File: src/rtl/pe_mac_sequencer.sv
// Purpose: sequences one pe_unit through a multi-tile, multi-slot dot-product job and tags its results.
// Latency: MAC issue is combinational on op_valid; results return PE_LAT cycles after pe_rounder_en.
// Backpressure: op_ready only with op_valid in RUN; a slot finalised in the last two cycles stalls with a bubble.
module pe_mac_sequencer #(
    parameter int NUM_SLOTS = 8,
    parameter int K_W       = 10,
    parameter int TILE_W    = 8,
    parameter int PE_LAT    = 3
) (
    input  logic              clk,
    input  logic              rst_n,
    input  logic              start,
    input  logic [K_W-1:0]    cfg_k,
    input  logic [3:0]        cfg_slots,
    input  logic [TILE_W-1:0] cfg_tiles,
    input  logic              op_valid,
    output logic              op_ready,
    output logic [3:0]        pe_add_number,
    output logic              pe_rounder_en,
    output logic              pe_op_zero,
    output logic              pe_keep,
    input  logic              pe_rounder_valid,
    output logic              res_valid,
    output logic [2:0]        res_slot,
    output logic [TILE_W-1:0] res_tile,
    output logic              busy,
    output logic              done
);

    localparam int SLOT_W = 3;
    localparam int CNT_W  = TILE_W + 4;

    typedef enum logic [1:0] {IDLE, RUN, DRAIN, DONE} state_t;

    state_t              state_q;
    logic [K_W-1:0]      cfg_k_q;
    logic [3:0]          cfg_slots_q;
    logic [TILE_W-1:0]   cfg_tiles_q;
    logic [K_W-1:0]      k_q, k_d;
    logic [SLOT_W-1:0]   slot_q, slot_d;
    logic [TILE_W-1:0]   tile_q, tile_d;
    logic [CNT_W-1:0]    res_cnt_q;
    logic                fin1_vld_q, fin2_vld_q;
    logic [SLOT_W-1:0]   fin1_slot_q, fin2_slot_q;
    logic [SLOT_W-1:0]   tag_slot_q [PE_LAT];
    logic [TILE_W-1:0]   tag_tile_q [PE_LAT];

    logic                held, issue, last_slot, last_k, last_tile, final_mac, job_end;
    logic [SLOT_W-1:0]   free_slot;
    logic [3:0]          slots_clamped;
    logic [CNT_W-1:0]    res_total;

    // The pe clears a finalised slot three cycles later, so that slot may not be addressed in between.
    assign held      = (fin1_vld_q && (fin1_slot_q == slot_q)) ||
                       (fin2_vld_q && (fin2_slot_q == slot_q));
    assign issue     = (state_q == RUN) && op_valid && !held;
    assign last_slot = ({1'b0, slot_q} == (cfg_slots_q - 4'd1));
    assign last_k    = (k_q == (cfg_k_q - K_W'(1)));
    assign last_tile = (tile_q == (cfg_tiles_q - TILE_W'(1)));
    assign final_mac = issue && last_k;
    assign job_end   = issue && last_slot && last_k && last_tile;

    assign slots_clamped = (cfg_slots > 4'd8) ? 4'd8 : cfg_slots;
    assign res_total     = CNT_W'(cfg_slots_q) * CNT_W'(cfg_tiles_q);

    // Bubble address: lowest slot outside the hold-off set, so a bubble never touches a slot awaiting its clear.
    always_comb begin
        free_slot = '0;
        for (int i = NUM_SLOTS - 1; i >= 0; i--) begin
            if (!((fin1_vld_q && (fin1_slot_q == SLOT_W'(i))) ||
                  (fin2_vld_q && (fin2_slot_q == SLOT_W'(i))))) begin
                free_slot = SLOT_W'(i);
            end
        end
    end

    // Issue order is tile-major, then k, then slot innermost.
    always_comb begin
        slot_d = slot_q;
        k_d    = k_q;
        tile_d = tile_q;
        if (issue) begin
            if (last_slot) begin
                slot_d = '0;
                if (last_k) begin
                    k_d    = '0;
                    tile_d = tile_q + TILE_W'(1);
                end else begin
                    k_d = k_q + K_W'(1);
                end
            end else begin
                slot_d = slot_q + SLOT_W'(1);
            end
        end
    end

    assign op_ready      = issue;
    assign pe_op_zero    = !issue;
    assign pe_rounder_en = final_mac;
    assign pe_add_number = issue ? {1'b0, slot_q} : {1'b0, free_slot};
    assign pe_keep       = 1'b0;
    assign res_valid     = pe_rounder_valid && ((state_q == RUN) || (state_q == DRAIN));
    assign res_slot      = tag_slot_q[PE_LAT-1];
    assign res_tile      = tag_tile_q[PE_LAT-1];
    assign busy          = (state_q != IDLE);
    assign done          = (state_q == DONE);

    // Job FSM: config latch, issue counters, hold-off history and result counting.
    always_ff @(posedge clk) begin
        if (!rst_n) begin
            state_q     <= IDLE;
            cfg_k_q     <= '0;
            cfg_slots_q <= '0;
            cfg_tiles_q <= '0;
            k_q         <= '0;
            slot_q      <= '0;
            tile_q      <= '0;
            res_cnt_q   <= '0;
            fin1_vld_q  <= 1'b0;
            fin2_vld_q  <= 1'b0;
            fin1_slot_q <= '0;
            fin2_slot_q <= '0;
        end else begin
            fin1_vld_q  <= final_mac;
            fin1_slot_q <= slot_q;
            fin2_vld_q  <= fin1_vld_q;
            fin2_slot_q <= fin1_slot_q;
            k_q         <= k_d;
            slot_q      <= slot_d;
            tile_q      <= tile_d;
            if (res_valid) begin
                res_cnt_q <= res_cnt_q + CNT_W'(1);
            end
            case (state_q)
                IDLE: begin
                    if (start) begin
                        cfg_k_q     <= cfg_k;
                        cfg_slots_q <= slots_clamped;
                        cfg_tiles_q <= cfg_tiles;
                        k_q         <= '0;
                        slot_q      <= '0;
                        tile_q      <= '0;
                        res_cnt_q   <= '0;
                        if ((cfg_k == '0) || (cfg_slots == '0) || (cfg_tiles == '0)) begin
                            state_q <= DONE;
                        end else begin
                            state_q <= RUN;
                        end
                    end
                end
                RUN: begin
                    if (job_end) begin
                        state_q <= DRAIN;
                    end
                end
                DRAIN: begin
                    if (res_cnt_q == res_total) begin
                        state_q <= DONE;
                    end
                end
                DONE: begin
                    state_q <= IDLE;
                end
                default: begin
                    state_q <= IDLE;
                end
            endcase
        end
    end

    // Tag shift: the tail holds the {slot, tile} that was being issued PE_LAT cycles ago.
    always_ff @(posedge clk) begin
        if (!rst_n) begin
            for (int i = 0; i < PE_LAT; i++) begin
                tag_slot_q[i] <= '0;
                tag_tile_q[i] <= '0;
            end
        end else begin
            tag_slot_q[0] <= slot_q;
            tag_tile_q[0] <= tile_q;
            for (int i = 1; i < PE_LAT; i++) begin
                tag_slot_q[i] <= tag_slot_q[i-1];
                tag_tile_q[i] <= tag_tile_q[i-1];
            end
        end
    end

endmodule

File: config.mk
export PLATFORM = sky130hd
export DESIGN_NAME = pe_mac_sequencer
export DESIGN_NICKNAME = d
export VERILOG_FILES = /design/src/rtl/pe_mac_sequencer.sv
export SDC_FILE = /design/constraint.sdc
export NUM_CORES = 1
export LEC_CHECK = 0
export CAP_MARGIN = 5
export CORE_MARGIN = 2
export CORE_UTILIZATION = 33
export CTS_CLUSTER_DIAMETER = 50
export DETAILED_ROUTE_END_ITERATION = 10
export HOLD_SLACK_MARGIN = 0.15
export PLACE_DENSITY_LB_ADDON = 0.1
export RECOVER_POWER = 25
export SLEW_MARGIN = 20
export SYNTH_ARGS = -nofsm -noshare
export SYNTH_HDL_FRONTEND = slang
export SYNTH_SLANG_ARGS = --single-unit
File: constraint.sdc
create_clock -name clk -period 9.09 [get_ports clk]
set_input_delay 1.818 -clock clk [delete_from_list [all_inputs] [get_ports clk]]
set_output_delay 1.818 -clock clk [all_outputs]
set_load 0.1 [all_outputs]
==> flow_metrics.py, run 1 <==
metrics = {
    "placed_design": {
        "placed_cell_area_um2": 5840,
        "dp_hpwl_um": 8470,
        "dp_cells": 845,
        "portBuffers": 46,
        "gp_congestion": 0.826,
    },
    "clocking": {
        "cts_max_level": 3,
        "insertion_delay_ns": 0.34,
        "cts_buffer_depth": 2,
        "post_cts_buffers": 0,
        "cts_resized": 0,
        "cts_tree": "yes",
        "cts.clk_slew.worst_paths_ns": 0.07,
        "clock_sinks": 92,
        "cts_root_buf": "clkbuf_16",
        "postCtsHoldBufs": 0,
        "cts_buffers": 9,
    },
    "route": {
        "ant_nets": 0,
        "wl_per_cell_um": 13.1,
        "drtIter0Drc": 157,
        "dr_total_vias": 4083,
        "via_per_inst": 4.74,
        "first_pass_iters": 4,
        "wl_um": 11300,
        "drc": 0,
    },
    "power_and_ir_drop": {
        "clkPwrFrac_pct": 29.3,
        "seq_power_share_pct": 39.2,
        "p_int_mw": 0.753,
        "power_leakage_nw": 2.40,
        "p_sw_mw": 0.464,
        "ir_drop_uv": 89.2,
        "netSwitchingFraction_pct": 38.1,
        "power_density_nw_per_um2": 199,
        "power_mw": 1.22,
        "power_frac_comb_pct": 31.5,
    },
    "logic_synthesis": {
        "synthesis.area_um2": 5300,
        "synthCells": 621,
        "synth_xor_area_share_pct": 12.4,
        "synth_top_family_by_area": "simple AND/OR/NAND/NOR gates",
        "syn_area_per_cell_um2": 8.54,
        "synth.area.mux_share_pct": 0.778,
        "synthAdderAreaFrac_pct": 11.1,
        "synth_cell_types": 59,
        "synth_compound_area_share_pct": 9.39,
        "synth-main-ff-cell": "dfxtp_1",
        "synth_edf_count": 0,
        "yosys.area_share.simple_pct": 25.6,
        "synthArstFlopShare_pct": 0,
        "ys_seq_area_share_pct": 34.7,
        "yosysWarnings": 0,
        "ys_ff_latch": 92,
    },
    "setup_path": {
        "crit_slowest_cell": "clkdlybuf4s50_1",
        "cpMostUsedCell": "clkdlybuf4s50_1",
        "crit_chain": "clkdlybuf4s50_1 -> nand4_1 -> inv_1 -> and2_1 -> clkdlybuf4s50_1",
        "r2r_slack_ns": 4.79,
        "cp.required_ns": 7.27,
        "startpoint": "op_valid",
        "crit_path_max_fanout": 11,
        "arrival_ns": 4.16,
        "critical_path_class": "input port to output pin",
        "end_kind": "output pin",
        "r2r_start": "cfg_tiles_q[3]",
        "max_stage_delay_ns": 1.12,
        "start_kind": "input port",
    },
    "final_layout": {
        "layout-drive-gt1-share_pct": 4.03,
        "final_nets": 707,
        "final_area_um2": 6120,
        "insertedDiodeCount": 0,
        "instances_no_fill": 861,
        "area_growth_pct": 15.4,
    },
    "global_route": {
        "grt_pass1_wl_um": 19000,
        "grt_overflow_total": 0,
        "grtUsageTotal_pct": 14.1,
        "grt_max_degree": 64,
        "antenna_found_initial": 0,
        "grt_pass1_vias": 3900,
    },
    "floorplan": {
        "fp-row-count": 46,
        "die_x_um": 131,
        "core_um2": 15800,
        "die_area_um2": 17100,
        "die_y_um": 131,
        "io_pins": 49,
        "start_util_pct": 33.6,
    },
    "timing": {
        "tns_ns": 0,
        "relSlewSlack_pct": -47.8,
        "rsz0062_at_grt": "false",
        "skew_ns": 0.00627,
        "tightest_slew_ns": 2.22,
        "period_minus_slack_ns": 5.98,
        "whs_ns": 0.433,
        "fmax_mhz": 167,
        "setup_viol": 0,
        "timing.final.crit_share_pct": 65.7,
        "drv_slew": 64,
        "final_hold_viol_count": 0,
    },
    "run_status": {
        "outcome": "finished with violations",
        "violations": "max-capacitance violations, max-slew violations",
    },
    "min_path": {
        "hold_path.class": "flop to flop",
        "min_from": "tag_tile_q[0][12]",
    },
    "run": {
        "maxCapViolCount": 1,
    },
}
[logic make-up after synthesis]
family	count (synthesis)
simple gates	270
compound gates	71
xor+xnor	74
mux	4
fa+ha+maj	40
flops	92
other cells	1
buf+inv	69
[state kept, by name, summed over array words and instances (netlist names)]
signal       count
tag_tile_q      24
res_cnt_q       12
cfg_k_q         10
k_q             10
cfg_tiles_q      8
tile_q           8
tag_slot_q       5
cfg_slots_q      4
slot_q           3
fin1_slot_q      2
fin2_slot_q      2
state_q          2
fin1_vld_q       1
fin2_vld_q       1
[cells in the final DEF, fill, tap and decap left out, types with 9 or more instances in the layout]
cell             instances
nand3_1                 13
nand4_1                 17
and3_1                   9
fa_1                    12
dfxtp_1                 92
xor2_1                  36
inv_1                   29
and2_0                  11
nand2_1                 92
a21oi_1                 11
o21ai_0                 13
and2_1                  35
xnor2_1                 37
a21boi_0                22
nor2_1                  51
clkdlybuf4s50_1         45
nor4_1                   9
clkbuf_16                9
ha_1                    28
[worst max-delay path: cells and delay by family]
kind,cells,cell delay [ns]
simple gates,2,0.51
buf+inv,3,1.81
[area by class of cell]
| class | count | area [um^2] |
|---|---|---|
| Clock buffer | 9 | 225 |
| Clock inverter | 7 | 57.6 |
| Fill cell | 1660 | 9650 |
| Inverter | 29 | 109 |
| Multi-Input combinational cell | 461 | 3150 |
| Sequential cell | 92 | 1840 |
| Tap cell | 216 | 270 |
| Timing Repair Buffer | 47 | 464 |
[cell usage after synthesis (2+ instances only)]
library cell / number / share of area, %
a211o_1: 2 / 0.33
a221o_1: 2 / 0.38
nand3b_1: 6 / 0.85
xnor2_1: 37 / 6.1
nand3_1: 13 / 1.2
nand2b_1: 3 / 0.35
and3_1: 9 / 1.1
a21boi_0: 22 / 3.1
o31ai_1: 2 / 0.28
nor4_1: 9 / 1.1
inv_1: 29 / 2.1
fa_1: 12 / 4.5
nand2_1: 92 / 6.5
buf_2: 3 / 0.28
o21a_1: 3 / 0.42
a21o_1: 2 / 0.28
nor3_1: 7 / 0.66
mux2i_1: 3 / 0.57
buf_4: 10 / 1.4
a21oi_1: 11 / 1.0
and2_1: 45 / 5.3
nor2_1: 51 / 3.6
a31oi_1: 2 / 0.24
o21ai_1: 2 / 0.19
ha_1: 28 / 6.6
or3_1: 4 / 0.47
xor2_1: 36 / 5.9
buf_6: 2 / 0.42
clkbuf_1: 25 / 1.8
nand4_1: 17 / 2.0
dfxtp_1: 92 / 35
o21ai_0: 13 / 1.2
[power groups by stage]
stage / clock [mW] / sequential (mW) / combinational, mW
floorplan: 0 / 0.458 / 0.321
global route: 0.387 / 0.483 / 0.425
finish: 0.356 / 0.477 / 0.383
CTS: 0.371 / 0.478 / 0.390
global placement: 0 / 0.486 / 0.384
detailed placement: 0 / 0.487 / 0.388
[stage by stage]
step	worst slack, ns	utilization, %
after detailed placement	3.12	37.0
after global routing	2.89	38.8
after global placement	3.17	37.0
after CTS	3.11	38.8
final	3.11	38.8
after floorplan	2.84	-
[final timing paths]
| kind | end | depth (start not counted) |
|---|---|---|
| worst max register to register | state_q[0] | 13 |
| worst min register to register | tag_tile_q[0][20] | 1 |
| worst max-delay path | pe_add_number[2] | 5 |
| worst min-delay path | tag_tile_q[0][20] | 1 |
[layer usage]
metal	share of wire (%)	up-vias	GRT usage, %	routed length [um]
met5	0	-	0	0
met4	1.1	0	4.69	125
met3	3.3	10	3.14	368
met2	45	70	22.2	5130
met1	50	1912	19.3	5680
li1	-	2091	-	-
Note: power is estimated with default switching activity, not from simulation.
==> run 2: changes to the inputs <==
Clock period 9.09 ns to 4.8 ns, I/O delays scaled along.
==> run 2 against run 1 <==
  * The flow now finishes without violations
  * Count of clock-buffer cells in the layout rose by 1
  * Die area did not move
  * Register-to-register slack got worse by 4.3 ns
  * Critical path type is now flop to flop
  * Largest cell class unchanged
==> flow_metrics.py, run 2 (synthesis results as in run 1) <==
metrics = {
    "global_route": {
        "grtUsageTotal_pct": 14.8,
        "grt_pass1_vias": 3919,
        "antenna_found_initial": 0,
        "grt_max_degree": 34,
        "grt_pass1_wl_um": 19700,
        "grt_overflow_total": 0,
    },
    "power_and_ir_drop": {
        "clkPwrFrac_pct": 30.5,
        "ir_drop_uv": 171,
        "power_frac_comb_pct": 31.5,
        "power_leakage_nw": 2.44,
        "netSwitchingFraction_pct": 38.8,
        "power_density_nw_per_um2": 386,
        "p_int_mw": 1.45,
        "power_mw": 2.37,
        "p_sw_mw": 0.920,
        "seq_power_share_pct": 38.0,
    },
    "clocking": {
        "cts_tree": "yes",
        "insertion_delay_ns": 0.35,
        "postCtsHoldBufs": 0,
        "post_cts_buffers": 0,
        "cts_root_buf": "clkbuf_16",
        "cts.clk_slew.worst_paths_ns": 0.07,
        "cts_resized": 0,
        "cts_max_level": 3,
        "cts_buffer_depth": 2,
        "clock_sinks": 92,
        "cts_buffers": 9,
    },
    "timing": {
        "tightest_slew_ns": 1.02,
        "relSlewSlack_pct": 32.1,
        "drv_slew": 0,
        "timing.final.crit_share_pct": 89.6,
        "period_minus_slack_ns": 4.30,
        "rsz0062_at_grt": "false",
        "setup_viol": 0,
        "fmax_mhz": 233,
        "whs_ns": 0.434,
        "skew_ns": 0.00741,
        "tns_ns": 0,
        "final_hold_viol_count": 0,
    },
    "final_layout": {
        "layout-drive-gt1-share_pct": 5.56,
        "reg_top3": "tag_tile_q (24), res_cnt_q (12)",
        "final_cell_mix": "nand2_1 (92), dfxtp_1 (92), nor2_1 (51)",
        "final_util_pct": 38.9,
        "final_area_um2": 6140,
        "regMostFlops": "tag_tile_q",
        "area_growth_pct": 15.8,
        "largest_reg_flops": 24,
        "insertedDiodeCount": 0,
        "fillers": 1619,
        "final_nets": 709,
    },
    "setup_path": {
        "r2r_slack_ns": 0.50,
        "cp.required_ns": 5.10,
        "start_kind": "flop",
        "crit_path_max_fanout": 12,
        "arrival_ns": 4.60,
        "end_kind": "flop",
        "critical_path_class": "flop to flop",
    },
    "route": {
        "first_pass_iters": 6,
        "drtIter0Drc": 178,
        "wl_um": 11700,
        "via_per_inst": 4.79,
        "wl_per_cell_um": 13.6,
        "drc": 0,
        "ant_nets": 0,
        "dr_total_vias": 4136,
    },
    "floorplan": {
        "core_um2": 15800,
        "die_y_um": 131,
        "fp-row-count": 46,
        "die_area_um2": 17100,
        "io_pins": 49,
        "die_x_um": 131,
        "start_util_pct": 33.6,
    },
    "placed_design": {
        "placed_cell_area_um2": 5840,
        "dp_hpwl_um": 8920,
        "portBuffers": 46,
        "gp_congestion": 0.789,
    },
    "min_path": {
        "hold_path.class": "flop to flop",
    },
    "run": {
        "maxCapViolCount": 0,
    },
    "run_status": {
        "outcome": "finished, final reports clean",
    },
}
[run 2: per-stage QoR]
stage	worst slack [ns]	instances
floorplan	0.269	622
global placement	0.657	847
detailed placement	0.591	847
CTS	0.516	863
global route	0.312	863
finish	0.500	863
[run 2: power by group through the flow]
stage               sequential [mW]  combinational (mW)  clock, mW
floorplan                     0.867               0.608          0
global placement              0.915               0.746          0
detailed placement            0.920               0.754          0
CTS                           0.901               0.758      0.752
global route                  0.913               0.828      0.779
finish                        0.902               0.748      0.723
[run 2: metal layers]
| layer | wire, um | track usage (%) |
|---|---|---|
| met3 | 486 | 3.38 |
| met4 | 350 | 6.70 |
| met5 | 0 | 0 |
| met1 | 5620 | 20.2 |
| met2 | 5250 | 22.2 |
[run 2: critical path: stages, from the launching register on]
cell     delay (ns)
dfxtp_1        0.57
nand2_1        0.14
fa_1           0.53
fa_1           0.54
inv_1          0.04
ha_1           0.36
and3_1         0.22
a221o_1        0.36
nor2_1         0.13
xnor2_1        0.09
or4_1          0.54
o41ai_2        0.39
and2_1         0.21
o211a_1        0.13
[run 2: final timing paths]
kind	startpoint	cells past startpoint	end
max	cfg_slots_q[3]	13	state_q[0]
min	tag_tile_q[0][12]	1	tag_tile_q[0][20]
max reg2reg	cfg_slots_q[3]	13	state_q[0]
min reg2reg	tag_tile_q[0][12]	1	tag_tile_q[0][20]
[run 2: area by class of cell]
cell class / instances / area (um^2) / share of cell area [%]
Tap cell: 216 / 270 / 4.40
Timing Repair Buffer: 49 / 465 / 7.58
Inverter: 29 / 109 / 1.77
Sequential cell: 92 / 1840 / 30.0
Clock buffer: 10 / 239 / 3.89
Multi-Input combinational cell: 461 / 3150 / 51.3
Clock inverter: 6 / 65.1 / 1.06
==> variant 1, RTL diff (config.mk and constraints of run 2) <==
Register the input `cfg_k` before use. The logic sees it one clock later. The other inputs are not delayed to match.
--- a/src/rtl/pe_mac_sequencer.sv
+++ b/src/rtl/pe_mac_sequencer.sv
@@ -31,6 +31,12 @@
     localparam int CNT_W  = TILE_W + 4;
 
     typedef enum logic [1:0] {IDLE, RUN, DRAIN, DONE} state_t;
+
+    logic [K_W-1:0] cfg_k_r;
+
+    always_ff @(posedge clk) begin
+        cfg_k_r <= cfg_k;
+    end
 
     state_t              state_q;
     logic [K_W-1:0]      cfg_k_q;
@@ -134,14 +140,14 @@
             case (state_q)
                 IDLE: begin
                     if (start) begin
-                        cfg_k_q     <= cfg_k;
+                        cfg_k_q     <= cfg_k_r;
                         cfg_slots_q <= slots_clamped;
                         cfg_tiles_q <= cfg_tiles;
                         k_q         <= '0;
                         slot_q      <= '0;
                         tile_q      <= '0;
                         res_cnt_q   <= '0;
-                        if ((cfg_k == '0) || (cfg_slots == '0) || (cfg_tiles == '0)) begin
+                        if ((cfg_k_r == '0) || (cfg_slots == '0) || (cfg_tiles == '0)) begin
                             state_q <= DONE;
                         end else begin
                             state_q <= RUN;
Check against the original RTL: not equivalent (a bounded check fails within 4 cycles, from zero or initial values and one cycle with rst_n low).
==> variant 1 against run 2 <==
Fmax increased by 5.4%. Via count is 0.92% lower. Design area increased by 3.2%. Sequential cell count grew 10. Cell count up 0.81%. Synthesized cell count grew 1.6%. Combinational power shrank 4.9%. The run now ends with max-capacitance violations, max-slew violations left. Critical path type unchanged. Clock skew increased by 0.00052 ns. Total power grew 3.1%. Wire length shrank 4.9%. Count of clock-buffer cells in the layout shrank 1. Clock power up 3.0%. Largest cell class unchanged. Synthesized area grew 4.6%. Setup slack gained 0.22 ns. Highest routed layer unchanged.
==> variant 1: results (changes against run 2) <==
.. list-table::
   :header-rows: 1

   * - Metric
     - Value
   * - Run status
     - finished with violations
   * - Failing checks
     - max-capacitance violations, max-slew violations
   * - Placed Area
     - 6040 um2 (+3.4%)
   * - Met1 layer usage reported by global route
     - 18.1% (-2.1 points)
   * - CP Data Arrival Time
     - 4.35 ns (-0.25 ns)
   * - Worst clock skew
     - 0.00793 ns (+0.000520 ns)
   * - Synthesized instance count
     - 631 (+1.6%)
   * - Area share of the leading cell type in the synthesized netlist
     - 36.8% (+2.1 points)
   * - Comb_multi_in
     - 454 (-1.5%)
   * - Half-perimeter wire length of the detailed placement result
     - 8420 um (-5.6%)
   * - Number of nets at the end of the flow
     - 712 (+0.42%)
   * - Vias after detailed routing
     - 4098 (-0.92%)
   * - Xor and xnor area share after synthesis
     - 11.7% (-0.68 points)
   * - Wire length of the first global-routing pass
     - 19400 um (-1.8%)
   * - Wire length on met1
     - 5690 um (+1.3%)
   * - Number of detailed-route iterations in the first pass
     - 4 (-2)
   * - Iteration-0 DRC Markers
     - 163 (-8.4%)
   * - Met3 Resource Use GR
     - 2.82% (-0.56 points)
   * - Met2 Wirelength
     - 4880 um (-7.1%)
   * - Clock buf/inv share
     - 4.82% (-0.13 points)
   * - Reported max-cap violation count
     - 1 (+1)
   * - Util after Layout
     - 38.4% (-0.58 points)
   * - Global routing usage summed across all routing layers
     - 13.4% (-1.4 points)
   * - Fraction of the yosys area taken by sequential cells
     - 36.8% (+2.1 points)
   * - Number of max-slew violations in the final report
     - 61 (+61)
   * - Met3 Wirelength
     - 451 um (-7.2%)
   * - Non-clock inverter total of the final layout
     - 30 (+3.4%)
variant 1: cell types whose count changed after synthesis, sizes merged, moves of 4 or more:
| cell | run 2 | this run |
|---|---|---|
| dfxtp | 92 | 102 |
| clkbuf | 25 | 29 |
| and3 | 10 | 5 |
| nand2 | 92 | 85 |
| a21oi | 11 | 20 |
| and2 | 47 | 43 |
| nor2 | 51 | 47 |
| nand4 | 17 | 13 |
variant 1: cell families after synthesis:
| family | after synthesis |
|---|---|
| DFF | 102 |
| muxes | 6 |
| AOI/OAI and AO/OA | 80 |
| adders and majority gates | 40 |
| and+or+nand+nor | 252 |
| xor gates and xnor gates | 74 |
| other | 1 |
| buffers and inverters | 76 |
variant 1: critical path: cells and delay by family (launching register included):
kind | cells | cell delay [ns]
adders and majority gates | 3 | 1.37
muxes | 1 | 0.22
AOI/OAI and AO/OA | 3 | 0.96
and+or+nand+nor | 4 | 0.72
DFF | 1 | 0.55
xor gates and xnor gates | 1 | 0.13
buffers and inverters | 1 | 0.07
==> variant 2, RTL diff (flow settings as in run 2) <==
Made on the original files. The parameter `NUM_SLOTS` goes from 8 to 32.
--- a/src/rtl/pe_mac_sequencer.sv
+++ b/src/rtl/pe_mac_sequencer.sv
@@ -2,7 +2,7 @@
 // Latency: MAC issue is combinational on op_valid; results return PE_LAT cycles after pe_rounder_en.
 // Backpressure: op_ready only with op_valid in RUN; a slot finalised in the last two cycles stalls with a bubble.
 module pe_mac_sequencer #(
-    parameter int NUM_SLOTS = 8,
+    parameter int NUM_SLOTS = 32,
     parameter int K_W       = 10,
     parameter int TILE_W    = 8,
     parameter int PE_LAT    = 3
Formal check against the unedited RTL: equivalent (Yosys induction, for registers that start in step).
==> variant 2 against run 2 <==
Wire length grew 4.1%. Sequential cell count is the same. Synthesized area grew 1.2%. Sequential power is essentially flat. Utilization grew 0.36 points. Total power shrank 0.55%. Setup slack gained 0.15 ns. Critical path depth shrank 1. Design area grew 1.7%. Via count grew 4.7%. Clock skew grew 0.0019 ns. Highest routed layer unchanged.
==> variant 2: results (changes against run 2) <==
.. list-table::
   :header-rows: 1

   * - Metric
     - Value
   * - Worst Reg-to-Reg Cells
     - 12 (-1)
   * - Worst clock skew
     - 0.00926 ns (+0.00185 ns)
   * - Hold endpoint
     - tag_tile_q[0][14]
   * - RePlAce Congestion
     - 0.803 (+1.9%)
   * - Met2 Wirelength
     - 5450 um (+3.7%)
   * - Met3 Resource Use GR
     - 3.09% (-0.29 points)
   * - Placed Area
     - 5930 um2 (+1.7%)
   * - Number of distinct library cells after synthesis
     - 62 (+5.1%)
   * - Iteration-0 DRC Markers
     - 254 (+43%)
   * - Top delay family on crit path
     - compound AO/OA/AOI/OAI gates
   * - Clock-pin slew reported for the worst setup and hold paths after clock tree synthesis
     - 0.06 ns
   * - Hold Startpoint
     - tag_tile_q[0][6]
   * - CP Data Arrival Time
     - 4.40 ns (-0.20 ns)
   * - Final Non-Filler Cells
     - 885 (+2.5%)
   * - Routed wire length
     - 12200 um (+4.1%)
   * - Clock network power share
     - 31.0% (+0.5 points)
   * - Peak supply drop
     - 0.214 mV (+25%)
   * - Wire length of the first global-routing pass
     - 20100 um (+1.8%)
   * - # placed instances
     - 869 (+2.6%)
   * - Cell types with the largest area share after synthesis
     - sky130_fd_sc_hd__dfxtp_1, sky130_fd_sc_hd__ha_1, sky130_fd_sc_hd__nand2_1
   * - Final Power
     - 2.36 mW (-0.55%)
   * - Number of detailed-route iterations in the first pass
     - 4 (-2)
   * - Met3 Wirelength
     - 550 um (+13%)
   * - Average cell area after synthesis
     - 8.37 um2 (-2.0%)
   * - Final Worst Setup Slack
     - 0.651 ns (+0.151 ns)
   * - Vias after detailed routing
     - 4329 (+4.7%)
   * - Met1 layer usage reported by global route
     - 20.4% (+0.21 points)
   * - Wire length on met1
     - 6080 um (+8.2%)
   * - Global routing usage summed across all routing layers
     - 14.4% (-0.40 points)
   * - Run status
     - completed
   * - Half-perimeter wire length of the detailed placement result
     - 9330 um (+4.6%)
   * - Share of final-layout standard cells stronger than drive strength 1
     - 6.58% (+1.0 points)
   * - Min Hold Slack
     - 0.429 ns (-0.00551 ns)
   * - Met2 track demand over resource
     - 21.6% (-0.60 points)
   * - Fraction of the yosys area taken by sequential cells
     - 34.3% (-0.40 points)
   * - Via count of the first global-routing pass
     - 3970 (+1.3%)
   * - Static leakage
     - 2.43 nW (-0.19%)
   * - Number of nets at the end of the flow
     - 731 (+3.1%)
   * - Switching power of the nets
     - 852 uW (-7.5%)
   * - Transition time at the pin with the least slew margin
     - 0.998 ns (-0.0185 ns)
   * - Logic gate share of total power
     - 30.9% (-0.6 points)
   * - Largest net degree at the start of global routing
     - 29 (-15%)
[variant 2: cell count changes after synthesis, sizes merged, moves of 9 or more]
cell / before / now
nor2: 51 / 42
inv: 29 / 38
xor2: 36 / 24
a21oi: 11 / 40
a21boi: 22 / 0
[variant 2: cell families (layout without fill, tap and decap cells)]
family | count (synthesis) | count (layout) | share of synthesized area (%)
compound gates | 90 | 90 | 10.7
xor+xnor | 63 | 63 | 10.3
mux | 4 | 4 | 0.746
buf+inv | 77 | 104 | 6.34
simple gates | 274 | 274 | 26.5
fa+ha+maj | 40 | 40 | 11.0
other cells | 1 | 2 | 0.0699
flops | 92 | 92 | 34.3
[variant 2: cell type report]
type / instances / area, um2
clock buffers: 11 / 253
well taps: 216 / 270
multi-input cells: 473 / 3210
fillers: 1634 / 9640
clock inverters: 5 / 60.1
inverters: 38 / 143
flip-flops and latches: 92 / 1840
repair buffers: 50 / 469
